<file path="src/rtl/lc3b_lsu.sv">
// lc3b_lsu: one-request-at-a-time load/store engine driving a word-wide memory port,
// with byte lanes, sign-extended byte loads and single-request indirect (LDI/STI) access.
module lc3b_lsu #(
    parameter int WIDTH      = 16,
    parameter int ADDR_WIDTH = 16
) (
    input  logic                    clk,
    input  logic                    rst,
    input  logic                    req_valid,
    output logic                    req_ready,
    input  logic [2:0]              req_op,
    input  logic [ADDR_WIDTH-1:0]   req_addr,
    input  logic [WIDTH-1:0]        req_wdata,
    output logic                    resp_valid,
    output logic [WIDTH-1:0]        resp_rdata,
    output logic                    resp_err,
    output logic [ADDR_WIDTH-1:0]   mem_address,
    output logic                    mem_read,
    output logic                    mem_write,
    output logic [WIDTH/8-1:0]      mem_byte_enable,
    output logic [WIDTH-1:0]        mem_wdata,
    input  logic [WIDTH-1:0]        mem_rdata,
    input  logic                    mem_resp
);
    localparam int LANES = WIDTH / 8;
    localparam int BSEL  = $clog2(LANES);
    localparam logic [2:0] OP_LDW = 3'b000;
    localparam logic [2:0] OP_LDB = 3'b001;
    localparam logic [2:0] OP_STW = 3'b010;
    localparam logic [2:0] OP_STB = 3'b011;
    localparam logic [2:0] OP_LDI = 3'b100;
    localparam logic [2:0] OP_STI = 3'b101;
    localparam logic [ADDR_WIDTH-1:0] ALIGN_MASK = ~ADDR_WIDTH'(LANES - 1);

    typedef enum logic [1:0] {IDLE, ACCESS, PTR, DONE} state_t;

    state_t                r_state, w_next;
    logic [2:0]            r_op;
    logic [ADDR_WIDTH-1:0] r_addr, r_ptr;
    logic [BSEL-1:0]       r_lane;
    logic [WIDTH-1:0]      r_wdata, r_rdata;
    logic                  r_err;
    logic [7:0]            w_byte;
    logic                  w_indirect, w_store;

    assign w_indirect = r_op == OP_LDI || r_op == OP_STI;
    assign w_store    = r_op == OP_STW || r_op == OP_STB;
    assign w_byte     = mem_rdata[{r_lane, 3'b000} +: 8];

    always_ff @(posedge clk) begin
        if (rst) r_state <= IDLE;
        else     r_state <= w_next;
    end

    always_ff @(posedge clk) begin
        if (r_state == IDLE && req_valid) begin
            r_op    <= req_op;
            r_addr  <= req_addr;
            r_lane  <= req_addr[BSEL-1:0];
            r_wdata <= req_wdata;
            r_err   <= req_op[2:1] == 2'b11;
            r_rdata <= '0;
        end
        // First-phase result: pointer for indirect ops, final data otherwise
        if (r_state == ACCESS && mem_resp) begin
            r_ptr   <= ADDR_WIDTH'(mem_rdata);
            r_rdata <= r_op == OP_LDW ? mem_rdata :
                       r_op == OP_LDB ? {{(WIDTH-8){w_byte[7]}}, w_byte} : '0;
        end
        if (r_state == PTR && mem_resp) r_rdata <= r_op == OP_LDI ? mem_rdata : '0;
    end

    always_comb begin
        w_next          = r_state;
        req_ready       = 1'b0;
        resp_valid      = 1'b0;
        resp_rdata      = '0;
        resp_err        = 1'b0;
        mem_address     = '0;
        mem_read        = 1'b0;
        mem_write       = 1'b0;
        mem_byte_enable = '0;
        mem_wdata       = '0;
        case (r_state)
            IDLE: begin
                req_ready = 1'b1;
                if (req_valid) w_next = req_op[2:1] == 2'b11 ? DONE : ACCESS;
            end
            ACCESS: begin
                mem_address     = r_addr & ALIGN_MASK;
                mem_read        = !w_store;
                mem_write       = w_store;
                mem_byte_enable = r_op == OP_STW ? {LANES{1'b1}} :
                                  r_op == OP_STB ? LANES'(1) << r_lane : '0;
                mem_wdata       = r_op == OP_STB ? {LANES{r_wdata[7:0]}} :
                                  r_op == OP_STW ? r_wdata : '0;
                if (mem_resp) w_next = w_indirect ? PTR : DONE;
            end
            PTR: begin
                mem_address     = r_ptr & ALIGN_MASK;
                mem_read        = r_op == OP_LDI;
                mem_write       = r_op == OP_STI;
                mem_byte_enable = r_op == OP_STI ? {LANES{1'b1}} : '0;
                mem_wdata       = r_op == OP_STI ? r_wdata : '0;
                if (mem_resp) w_next = DONE;
            end
            DONE: begin
                resp_valid = 1'b1;
                resp_rdata = r_rdata;
                resp_err   = r_err;
                w_next     = IDLE;
            end
            default: w_next = IDLE;
        endcase
    end
endmodule

</file>
<file path="config.mk">
export PLATFORM = sky130hd
export DESIGN_NAME = lc3b_lsu
export DESIGN_NICKNAME = d
export VERILOG_FILES = /design/src/rtl/lc3b_lsu.sv
export SDC_FILE = /design/constraint.sdc
export NUM_CORES = 1
export LEC_CHECK = 0
export CAP_MARGIN = 5
export CORE_MARGIN = 1.5
export CORE_UTILIZATION = 49
export DETAILED_ROUTE_END_ITERATION = 7
export PLACE_DENSITY_LB_ADDON = 0.12
export SYNTH_ARGS = -nofsm -noshare
export SYNTH_HDL_FRONTEND = slang
export SYNTH_SLANG_ARGS = --single-unit
</file>
<file path="constraint.sdc">
create_clock -name clk -period 5.2 [get_ports clk]
set_input_delay 1.56 -clock clk [delete_from_list [all_inputs] [get_ports clk]]
set_output_delay 1.56 -clock clk [all_outputs]
set_load 0.05 [all_outputs]
</file>
==> metrics.csv, run 1 <==
metric,value,unit
grt_max_degree,43,
ys_ff_latch,69,
cts_setup_buffers,0,
grt-ovfl-total,0,
dp.cells,404,
synth.area.top_cells,"edfxtp_1, and2_1, nand4b_1",
synth_top_area_share,62.04,%
area_growth_syn_to_layout,40.97,%
gp_congestion,0.7939,
slew_viol_final,0,
dieArea,7116,um2
hold_depth,2,
cts_buffers,9,
slowest_stage,clkdlybuf4s50_1,
status,"complete, no violations",
ctsResizeCount,0,
pwr-share-seq,38.5,%
yosysWarningCount,0,
fmax,221.5,MHz
clkPwrFrac,20.5,%
drt_iter0_drc,240,
combPwrFrac,41.0,%
antenna_left,0,
io_buffers,108,
antenna_found_initial,0,
cts_tree,built,
power_density,493.0,nW/um2
p_leak,1.627,nW
clock_sinks,69,
synth_common_cells,"edfxtp_1, and2_1, a22oi_1, nor2b_1, nand4b_1",
grt_pass1_vias,2288,
swShare,38.07,%
ir_drop,0.0003565,V
dpl.hpwl,5096,um
p_int,0.001396,W
ioPinCount,110,
fin_crit,4.515,ns
via_per_inst,5.621,
r2r.worst_path.cells,5,
grt_pass1_wl,11580,um
setup_violations,0,
htree_levels,3,
finalHoldViolCount,0,
synth_area_leader_cell,edfxtp_1,
end_kind,output port,
wl,7420,um
instances_no_fill,420,
root_buffer,clkbuf_8,
cts.clk_slew.worst_paths,0.07,ns
tns,0,ns
syn_avg_cell_area,13.86,um2
ys_seq_area_share,63.27,%
die_y,84.36,um
cp.required,3.64,ns
tightest_slew,0.8473,ns
std_cell_rows,29,
synth.most_common_cell,edfxtp_1,
worstPathCellList,inv_1 > ha_1 > and3_1 > a22o_1 > clkdlybuf4s50_1,
core-area,6386,um2
rsz0062_at_grt,false,
period_share,86.82,%
switchingPower,0.0008581,W
ys.flop_type,edfxtp_1,
maxCapViolCount,0,
fp.dieW,84.36,um
wl_per_cell,17.67,um
crit_arrival,2.95,ns
start_util,50.78,%
drive_gt1_share,7.289,%
post-route-drc-count,0,
syn_area,3243,um2
path_max_fanout,20,
num_vias,2361,
synth_nets,294,
synth_cell_types,43,
crit_path_start_kind,flip-flop,
crit_type,reg2out,
synth_cells,234,
hp-class,reg2reg,
synth-async-reset-ratio,0,%
max_slew_margin,43.03,%
firstDrtPassIters,7,
cts-hold-fix-buffers,0,
antennaDiodeCount,0,
track_usage,21.12,%
synth_edf_count,67,
clock_latency,0.33,ns
final_nets,398,
finClkSkew,0.009238,ns
clk_path_buf_depth,2,
slowest_delay,0.81,ns
[state kept, by name, summed over array words and instances, names as in the netlist]
register	count
r_ptr	15
r_err	1
r_addr	16
r_rdata	16
r_wdata	16
r_state	2
r_op	3
[power by group through the flow]
| stage | Combinational, W | Clock (W) | Sequential (W) |
|---|---|---|---|
| after floorplan | 0.000659 | 0 | 0.000846 |
| after global placement | 0.000905 | 0 | 0.000873 |
| after detailed placement | 0.000924 | 0 | 0.000880 |
| after CTS | 0.000927 | 0.000473 | 0.000868 |
| after global routing | 0.000978 | 0.000497 | 0.000883 |
| final | 0.000924 | 0.000462 | 0.000868 |
[critical path: cells and delay by family, from the launching register on]
kind | cells | cell delay [ns]
compound gates | 1 | 0.21
fa+ha+maj | 1 | 0.64
buf+inv | 2 | 0.93
flops | 1 | 0.39
simple gates | 1 | 0.45
[per-layer routing]
metal	up-vias	wire length [um]	track usage (%)
met4	0	74	7.625
li1	1109	-	-
met3	5	573	5.506
met5	-	0	0
met2	89	3615	34.04
met1	1158	3157	27.92
[final timing paths]
check	startpoint	endpoint	slack, ns
setup / recovery	r_state[0]	mem_wdata[8]	0.69
hold / removal	r_state[1]	r_state[1]	0.62
setup reg to reg	r_state[0]	r_rdata[5]	3.06
hold reg to reg	r_state[1]	r_state[1]	0.62
[layout make-up]
class                      instances  area [um2]
sequential                        69        2052
timing repair buffer             111        1104
fill                             473        1814
clock inverter                     7       90.09
clock buffer                       9       123.9
multi-input combinational        145        1099
tap                               77       96.34
inverter                           2       7.507
[kinds of logic after synthesis]
family          count (synthesis)  synth area share (%)
fa+ha+maj                       5                 1.929
other cells                     1                0.1156
flops                          69                 63.27
buf+inv                        20                 2.894
compound gates                 48                 11.61
mux                             2                0.6173
simple gates                   89                 19.56
[stage by stage]
| stage | utilization [%] | power [W] | setup WS (ns) | hold WS (ns) | area [um2] |
|---|---|---|---|---|---|
| 2_1_floorplan | - | 0.001506 | 1.332 | 0.5237 | 3243 |
| 3_3_place_gp | 68.24 | 0.001779 | 1.159 | 0.5459 | 4358 |
| 3_5_place_dp | 68.24 | 0.001803 | 1.052 | 0.5906 | 4358 |
| 4_1_cts | 71.59 | 0.002268 | 0.6732 | 0.6003 | 4572 |
| 5_1_grt | 71.59 | 0.002359 | 0.5661 | 0.6362 | 4572 |
| 6_report | 71.59 | 0.002254 | 0.6855 | 0.6234 | 4572 |
[cell usage in the layout, fill, tap and decap left out, types with 4 or more instances in the layout]
cell,netlist,routed
nand4b_1,14,14
a22oi_1,15,15
ha_1,5,5
clkbuf_8,0,9
nor2b_1,15,15
nand2b_1,4,4
nand3_1,7,7
a22o_1,8,8
nand4_1,7,7
clkdlybuf4s50_1,0,108
edfxtp_1,67,67
and2_1,28,27
a21o_1,9,9
Power figures use the tool's default switching activity.
==> run 2: changes to the inputs <==
Settings changed: CTS_CLUSTER_SIZE set to 16.
==> results of run 2 <==
Same layout as run 1: the final DEF is identical, and so are final timing and power.
==> run 3: changes to the inputs <==
Settings changed: SETUP_SLACK_MARGIN set to 0.5.
==> results of run 3 <==
Same layout as run 1: the final DEF is identical, and so are final timing and power.
